File: src/rtl/rr_arbiter_bin_pkg.sv
// rtl/rr_arbiter_bin_pkg.sv - arb_pkg: FSM state type and modulo pointer increment
package arb_pkg;

    typedef enum logic [0:0] {
        IDLE  = 1'b0,
        GRANT = 1'b1
    } arb_state_e;

    // Advance a rotating pointer by one, wrapping at num (not at a power of two)
    function automatic int ptr_inc(input int p, input int num);
        return (p + 1 >= num) ? 0 : p + 1;
    endfunction

endpackage

File: src/rtl/rr_arbiter_bin_if.sv
// rtl/rr_arbiter_bin_if.sv - request/grant bundle; lock_i exists only with ARB_LOCK_EN
interface rr_arbiter_bin_if #(
    parameter int NUM_REQ = 16,
    parameter int IDX_W   = 4
);
    logic [NUM_REQ-1:0] req_i;
    logic               gnt_valid_o;
    logic               gnt_ready_i;
    logic [IDX_W-1:0]   gnt_idx_o;
    logic [IDX_W-1:0]   ptr_o;
`ifdef ARB_LOCK_EN
    logic               lock_i;

    modport master (
        input  req_i, gnt_ready_i, lock_i,
        output gnt_valid_o, gnt_idx_o, ptr_o
    );

    modport slave (
        output req_i, gnt_ready_i, lock_i,
        input  gnt_valid_o, gnt_idx_o, ptr_o
    );
`else
    modport master (
        input  req_i, gnt_ready_i,
        output gnt_valid_o, gnt_idx_o, ptr_o
    );

    modport slave (
        output req_i, gnt_ready_i,
        input  gnt_valid_o, gnt_idx_o, ptr_o
    );
`endif
endinterface

File: src/rtl/rr_arbiter_bin_pick.sv
// rtl/rr_arbiter_bin_pick.sv - rr_pick: combinational rotating-priority encoder
module rr_pick #(
    parameter int NUM_REQ = 16,
    parameter int IDX_W   = 4
) (
    input  logic [NUM_REQ-1:0] req_i,
    input  logic [IDX_W-1:0]   ptr_i,
    output logic               any_o,
    output logic [IDX_W-1:0]   idx_o
);
    logic [NUM_REQ-1:0] mask;
    logic [NUM_REQ-1:0] masked;
    logic [NUM_REQ-1:0] sel;

    // Lowest set bit at or above ptr, else lowest set bit overall (the wrap)
    always_comb begin
        mask   = ~((NUM_REQ'(1) << ptr_i) - NUM_REQ'(1));
        masked = req_i & mask;
        sel    = (|masked) ? masked : req_i;
        any_o  = |req_i;
        idx_o  = '0;
        for (int k = NUM_REQ - 1; k >= 0; k--) begin
            if (sel[k]) begin
                idx_o = IDX_W'(k);
            end
        end
    end
endmodule

File: src/rtl/rr_arbiter_bin.sv
// rtl/rr_arbiter_bin.sv - round-robin arbiter with registered binary grant; optional ARB_LOCK_EN
module rr_arbiter_bin
    import arb_pkg::*;
#(
    parameter int NUM_REQ = 16,
    parameter int IDX_W   = 4
) (
    input  logic           clk,
    input  logic           reset,
    rr_arbiter_bin_if.master bus
);
    if (IDX_W != $clog2(NUM_REQ) || NUM_REQ < 2) begin : g_bad_param
        $error("rr_arbiter_bin: IDX_W must equal $clog2(NUM_REQ) and NUM_REQ >= 2");
    end

    arb_state_e       state_q, state_d;
    logic [IDX_W-1:0] idx_q, idx_d;
    logic [IDX_W-1:0] ptr_q, ptr_d;
    logic             pick_any;
    logic [IDX_W-1:0] pick_idx;
    logic             hs;
    logic             relock;
    logic             hold_ptr;

    rr_pick #(.NUM_REQ(NUM_REQ), .IDX_W(IDX_W)) u_pick (
        .req_i (bus.req_i),
        .ptr_i (ptr_q),
        .any_o (pick_any),
        .idx_o (pick_idx)
    );

    assign hs = (state_q == GRANT) && bus.gnt_ready_i;

`ifdef ARB_LOCK_EN
    logic lock_q, lock_d;

    // Lock flag remembers that the last grant asked to keep its slot
    always_ff @(posedge clk) begin
        if (reset) lock_q <= 1'b0;
        else       lock_q <= lock_d;
    end

    // Flag follows lock_i on every handshake and is otherwise held
    always_comb begin
        lock_d = hs ? bus.lock_i : lock_q;
    end

    assign relock   = lock_q && bus.req_i[idx_q];
    assign hold_ptr = bus.lock_i;
`else
    assign relock   = 1'b0;
    assign hold_ptr = 1'b0;
`endif

    // State and datapath registers
    always_ff @(posedge clk) begin
        if (reset) begin
            state_q <= IDLE;
            idx_q   <= '0;
            ptr_q   <= '0;
        end else begin
            state_q <= state_d;
            idx_q   <= idx_d;
            ptr_q   <= ptr_d;
        end
    end

    // Next state: arbitrate in IDLE, wait for the handshake in GRANT
    always_comb begin
        state_d = state_q;
        case (state_q)
            IDLE:    if (pick_any) state_d = GRANT;
            GRANT:   if (hs)       state_d = IDLE;
            default: state_d = IDLE;
        endcase
    end

    // Next grant index and pointer; index only changes when a new grant is issued
    always_comb begin
        idx_d = idx_q;
        ptr_d = ptr_q;
        if (state_q == IDLE && pick_any) begin
            idx_d = relock ? idx_q : pick_idx;
        end
        if (hs && !hold_ptr) begin
            ptr_d = IDX_W'(ptr_inc(int'(idx_q), NUM_REQ));
        end
    end

    assign bus.gnt_valid_o = (state_q == GRANT);
    assign bus.gnt_idx_o   = idx_q;
    assign bus.ptr_o       = ptr_q;
endmodule

File: src/flat_wrapper.sv
// flat-port wrapper written by rule: the top's interface ports become plain ports
module rr_arbiter_bin_flat import arb_pkg::*;
#(
    parameter int NUM_REQ = 16,
    parameter int IDX_W   = 4
)
  (clk, reset, bus_req_i, bus_gnt_ready_i, bus_gnt_valid_o, bus_gnt_idx_o, bus_ptr_o);
  rr_arbiter_bin_if #(.NUM_REQ(NUM_REQ), .IDX_W(IDX_W)) bus_i ();
  input  logic clk;
  input  logic reset;
  input wire logic [$bits(bus_i.req_i)-1:0] bus_req_i;
  input wire logic [$bits(bus_i.gnt_ready_i)-1:0] bus_gnt_ready_i;
  output wire logic [$bits(bus_i.gnt_valid_o)-1:0] bus_gnt_valid_o;
  output wire logic [$bits(bus_i.gnt_idx_o)-1:0] bus_gnt_idx_o;
  output wire logic [$bits(bus_i.ptr_o)-1:0] bus_ptr_o;
  assign bus_i.req_i = bus_req_i;
  assign bus_i.gnt_ready_i = bus_gnt_ready_i;
  assign bus_gnt_valid_o = bus_i.gnt_valid_o;
  assign bus_gnt_idx_o = bus_i.gnt_idx_o;
  assign bus_ptr_o = bus_i.ptr_o;
  rr_arbiter_bin #(.NUM_REQ(NUM_REQ), .IDX_W(IDX_W)) u_core (.clk(clk), .reset(reset), .bus(bus_i));
endmodule
File: config.mk
export PLATFORM = sky130hd
export DESIGN_NAME = rr_arbiter_bin_flat
export DESIGN_NICKNAME = d
export VERILOG_FILES = /design/src/rtl/rr_arbiter_bin_pkg.sv /design/src/rtl/rr_arbiter_bin_if.sv /design/src/rtl/rr_arbiter_bin_pick.sv /design/src/rtl/rr_arbiter_bin.sv /design/src/flat_wrapper.sv
export SDC_FILE = /design/constraint.sdc
export NUM_CORES = 1
export LEC_CHECK = 0
export BUFFER_PORTS_ARGS = -buffer_cell sky130_fd_sc_hd__buf_2
export CORE_MARGIN = 4
export CORE_UTILIZATION = 49
export DETAILED_ROUTE_END_ITERATION = 8
export PLACE_DENSITY = 0.77
export SKIP_LAST_GASP = 1
export SYNTH_ARGS = -nofsm -noshare
export SYNTH_HDL_FRONTEND = slang
export SYNTH_HIERARCHICAL = 1
export SYNTH_SLANG_ARGS = --single-unit
File: constraint.sdc
create_clock -name clk -period 3.3 [get_ports clk]
set_clock_uncertainty 0.2 [all_clocks]
set_input_delay 0.33 -clock clk [delete_from_list [all_inputs] [get_ports clk]]
set_output_delay 0.33 -clock clk [all_outputs]
set_load 0.02 [all_outputs]
; Word level (Yosys, flattened, before mapping)
; Index checks and enable logic that the tools add are counted.
[classes]
n_addsub = 2
magnitude_cmp = 1
shift = 1
mux = 21
bitwise_logic = 3
n_reduce_logical = 4
[ops]
columns = cell, count
row1 = 4-bit 2-to-1 mux, 17
row2 = 16-bit OR reduction, 2
row3 = 16-bit bitwise AND, 1
row4 = 16-bit 2-to-1 mux, 1
row5 = 16-bit inverter, 1
row6 = "1-bit by 4-bit left shift with 16-bit output, first input constant", 1
row7 = "16-bit by 2-bit subtractor with 16-bit output, second input constant", 1
row8 = "4-bit by 1-bit adder with 5-bit output, second input constant", 1
row9 = "5-bit greater-or-equal comparator, second input constant", 1
row10 = 1-bit logical AND, 2
row11 = 1-bit 2-to-1 mux, 2
row12 = 1-bit case mux with 2 select lines, 1
row13 = 1-bit inverter, 1
[word_totals]
register_bits = 9
inputBits = 19
out_inout_bits = 9

; Depth between registers and ports, before layout
[logic_depth]
word_depth = 22
depth_mapped = 15
mapped_depth_nobuf = 13

; Hierarchy
; The synthesis kept the hierarchy.
[by_module_without_submodules]
columns = module, instances, cells_per_inst, area_each_um2, seq_area_each_um2
row1 = rr_pick, 1, 126, 848.3, 0.0
row2 = rr_arbiter_bin, 1, 40, 361.6, 180.2

; Worst setup path after synthesis
; OpenSTA, ideal clock, no wires.
[synth_path]
path_kind = register to register
from = register u_core.ptr_q[0], in the netlist u_core/bus.ptr_o[0]
to = register u_core.idx_q[1], in the netlist u_core/bus.gnt_idx_o[1]
setup_ps = 126
t_arrival_ps = 3173
path_slack_ps = -199
stages_incl_launch_ff = 16
path_buffers = 2
period_less_slack_ps = 3499
path_cell_list = dfxtp_1 clkbuf_1 inv_1 nand3_1 ha_1 buf_6 or3b_4 o221ai_4 nand2_2 a2111oi_4 nand3_2 a21bo_2 and2_1 o211a_1 mux2i_1 nor2_1
[synth_via]
elab_chain_len = 22
[synth_lines]
columns = item, line
row1 = from (decl), rr_arbiter_bin.sv:18  ; logic [IDX_W-1:0] ptr_q, ptr_d;
row2 = from (signal assigned), rr_arbiter_bin.sv:64  ; ptr_q <= ptr_d;
row3 = 1-bit by 4-bit left shift with 16-bit output (*), rr_arbiter_bin_pick.sv:17  ; mask = ~((NUM_REQ'(1) << ptr_i) - NUM_REQ'(1));
row4 = 16-bit by 2-bit subtractor with 16-bit output (*), rr_arbiter_bin_pick.sv:17
row5 = 16-bit inverter (*), rr_arbiter_bin_pick.sv:17
row6 = 16-bit bitwise AND (*), rr_arbiter_bin_pick.sv:18  ; masked = req_i & mask;
row7 = 16-bit OR reduction, rr_arbiter_bin_pick.sv:19  ; sel = (|masked) ? masked : req_i;
row8 = 16-bit 2-to-1 mux (*), rr_arbiter_bin_pick.sv:19
row9 = 4-bit 2-to-1 mux (15 in series), rr_arbiter_bin_pick.sv:23  ; if (sel[k]) begin
row10 = 4-bit 2-to-1 mux (*), rr_arbiter_bin_pick.sv:23
row11 = via u_core.pick_idx[1], rr_arbiter_bin.sv:20  ; logic [IDX_W-1:0] pick_idx;
row12 = to (signal assigned), rr_arbiter_bin.sv:63  ; idx_q <= idx_d;
row13 = to (decl), rr_arbiter_bin.sv:17  ; logic [IDX_W-1:0] idx_q, idx_d;
; The timed path passes the listed nets; every way through them passes the cells marked *.
; A chain may end at the register's enable or synchronous reset.

; Worst setup path in the final report
[layout_path]
from = register u_core.ptr_q[2], in the netlist u_core/bus.ptr_o[2]
to = register u_core.idx_q[0], in the netlist u_core/bus.gnt_idx_o[0]
; Same word-level chain as after synthesis.

==> impl_metrics.env <==
export IMPL_status="finished, violations left"
export IMPL_violations="setup timing"
export IMPL_clock_path_buffers=2
export IMPL_seqCellArea_sq_um=185
export IMPL_synthAdderAreaFrac=0.0207
export IMPL_async_flop_share=0
export IMPL_n_antenna_cell=0
export IMPL_syn_avg_cell_area_sq_um=7.29
export IMPL_fin_cells=230
export IMPL_max_freq_mhz=299
export IMPL_grt_pass1_vias=1388
export IMPL_period_needed_ns=3.34
export IMPL_hold_buffers=0
export IMPL_postSynthNetCount=187
export IMPL_rsz0062_at_grt="true"
export IMPL_fin_util=0.662
export IMPL_rows=17
export IMPL_yosysTopAreaCell="dfxtp_1"
export IMPL_crit_chain="nor2_4 > nand3_2 > ha_4 > or3b_4 > o221ai_4 > nand2_2 > a2111oi_4 > nand3_2 > a21boi_2 > o311ai_2 > a31oi_1 > mux2i_1 > nor2_1"
export IMPL_drive_gt1_frac=0.347
export IMPL_track_usage=0.239
export IMPL_grt_pass1_wl_mm=6.27
export IMPL_wl_mm=4.14
export IMPL_cp_top_family="compound AO/OA/AOI/OAI gates"
export IMPL_syn_area_sq_um=1210
export IMPL_dpl_cell_area_sq_um=1360
export IMPL_ys_seq_area_frac=0.149
export IMPL_synth_xor_xnor_area_share=0.0290
export IMPL_muxShareOfSynthArea=0.0331
export IMPL_place_inst=219
export IMPL_grt_max_degree=25
export IMPL_io_pins=28
export IMPL_peakVddDrop_uv=347
export IMPL_antenna_found_initial=0
export IMPL_vias=1522
export IMPL_fillers=207
export IMPL_portBuffers=27
export IMPL_die_y_um=57.7
export IMPL_dp_hpwl_mm=2.99
export IMPL_gp_congestion=0.978
export IMPL_die_w_um=57.7
export IMPL_synthSimpleGateAreaFrac=0.264
export IMPL_synth_compound_area_share=0.423
export IMPL_synth_top_area_frac=0.149
export IMPL_cts_buffers=3
export IMPL_p_leak_nw=0.644
export IMPL_syn_to_final_growth_pct=24.6
export IMPL_worstPathMaxFanout=7
export IMPL_coreArea_sq_um=2280
export IMPL_grt_ovfl_total=0
export IMPL_fin_ws_ns=-0.0426
export IMPL_critPathLaunchType="flop"
export IMPL_endpoint_kind="flop"
export IMPL_first_pass_iters=8
export IMPL_viasPerCell=6.62
export IMPL_synth_edf_count=0
export IMPL_root_buffer="clkbuf_4"
export IMPL_cts_tree="yes"
export IMPL_fin_nets=224
export IMPL_ys_flop_type="dfxtp_1"
export IMPL_drt_antenna_violating_nets=0
export IMPL_slowest_stage="a2111oi_4"
export IMPL_wl_per_cell_um=18.0
export IMPL_finalInstanceArea_sq_um=1510
export IMPL_crit_type="reg -> reg"
export IMPL_fp_dieArea_sq_um=3330
export IMPL_drtIter0Drc=141
export IMPL_hp_class="in -> reg"
export IMPL_ys_ff_latch=9
export IMPL_synth_cells=166
export IMPL_required_ns=3.29
export IMPL_max_cap_violations=0
export IMPL_tns_ns=-0.0661
export IMPL_worst_slew_pin_slew_ns=0.550
export IMPL_clk_latency_ns=0.26
export IMPL_synthTopCellsByArea="dfxtp_1 15%, nand2_1 6.2%, nor2_1 5.6%, a21oi_1 5.0%, buf_6 4.7%"
export IMPL_setup_viol=2
export IMPL_cts_sinks=9
export IMPL_start_util=0.532
export IMPL_finalHoldViolations=0
export IMPL_crit_path_frequent_cell="nand3_2"
export IMPL_period_share=1.01
export IMPL_slew_headroom=0.630
export IMPL_cp_num_buf_inv=0
export IMPL_critPathMaxStageDelay_ns=0.50
export IMPL_multi_input_area_sq_um=998
export IMPL_clk_pin_slew_worst_paths_ns=0.06
export IMPL_synth_top_family_by_area="compound AO/OA/AOI/OAI gates"
export IMPL_cp_arrival_ns=3.34
export IMPL_synth_cell_types=58
export IMPL_htreeDepth=1
export IMPL_total_power_uw=429
export IMPL_drc=0
export IMPL_slew_viol_final=0
export IMPL_power_per_cell_area_nw_per_um2=285
export IMPL_yosysWarnings=6
==> metal layers <==
metal,GRT usage,wire length (um),up-vias
met5,0,0,-
met4,0.113,167,0
met3,0.0757,452,22
met2,0.365,1890,105
met1,0.304,1630,682
li1,-,-,713
==> worst reg2reg max path: cells and delay by family (launching register included) <==
family | cells | cell delay, ns
flops | 1 | 0.35
mux | 1 | 0.11
fa+ha+maj | 1 | 0.15
simple gates | 6 | 1.11
compound gates | 5 | 1.36
==> registers in the layout, summed over array words and instances (netlist names) <==
name / cells
u_core/bus.gnt_idx_o: 4
u_core/bus.gnt_valid_o: 1
u_core/bus.ptr_o: 4
==> synthesized netlist by cell type (3+ instances only) <==
library cell and instances:
xor2_1 3, o21ai_0 11, inv_1 8, nor2_1 18
a21oi_1 12, a41oi_1 3, nand2_1 20, nand3_1 8
mux2i_1 4, buf_6 5, dfxtp_1 9, nor4_1 3
nor2b_1 3, a31oi_1 5
==> placed cells by master, fill, tap and decap left out, types with 3 or more instances in the layout <==
master	n
nor2_1	17
buf_4	13
dfxtp_2	4
dfxtp_1	5
inv_1	6
xor2_1	3
a31oi_1	5
nand2_1	20
buf_2	27
nor4_1	3
nor2b_1	3
o21ai_0	11
clkbuf_4	3
a21oi_1	12
nand3_1	6
mux2i_1	4
==> area by class of cell <==
cell class,instances,share of cell area
Timing Repair Buffer,40,0.154
Sequential cell,9,0.123
Clock buffer,4,0.0174
Tap cell,28,0.0232
Multi-Input combinational cell,141,0.662
Inverter,8,0.0199
==> path summary, 6_finish.rpt <==
kind	start	to	slack, ns	cells past startpoint
max	u_core/bus.ptr_o[2]	u_core/bus.gnt_idx_o[0]	-0.04	13
min	reset	u_core/bus.ptr_o[1]	0.15	2
max reg2reg	u_core/bus.ptr_o[2]	u_core/bus.gnt_idx_o[0]	-0.04	13
min reg2reg	u_core/bus.gnt_idx_o[0]	u_core/bus.ptr_o[0]	0.32	1
==> report_power, final <==
part / leakage, nW / internal, mW / switching [mW]
logic: 0.553 / 0.0926 / 0.125
clock network: 0.0150 / 0.0467 / 0.0399
registers: 0.0754 / 0.116 / 0.00870
total: 0.644 / 0.256 / 0.174
==> what timing repair did <==
item	4_1_cts	5_1_grt
setup buffers	0	7
resized for setup	1	14
pin swaps	0	15
setup endpoints to repair	1	4
==> per-stage QoR <==
| stage | worst slack, ns | hold slack (ns) |
|---|---|---|
| after floorplan | 0.0801 | 0.282 |
| after global placement | 0.0531 | 0.299 |
| after detailed placement | -0.0243 | 0.306 |
| after CTS | 0.00261 | 0.140 |
| after global routing | -0.175 | 0.169 |
| final | -0.0426 | 0.145 |
==> kinds of logic (layout without fill, tap and decap cells) <==
group,after synthesis,in the layout
fa+ha+maj,2,2
simple gates,66,66
xor+xnor,4,4
mux,4,4
compound gates,65,65
flops,9,9
buf+inv,16,52
Power figures use the tool's default switching activity.
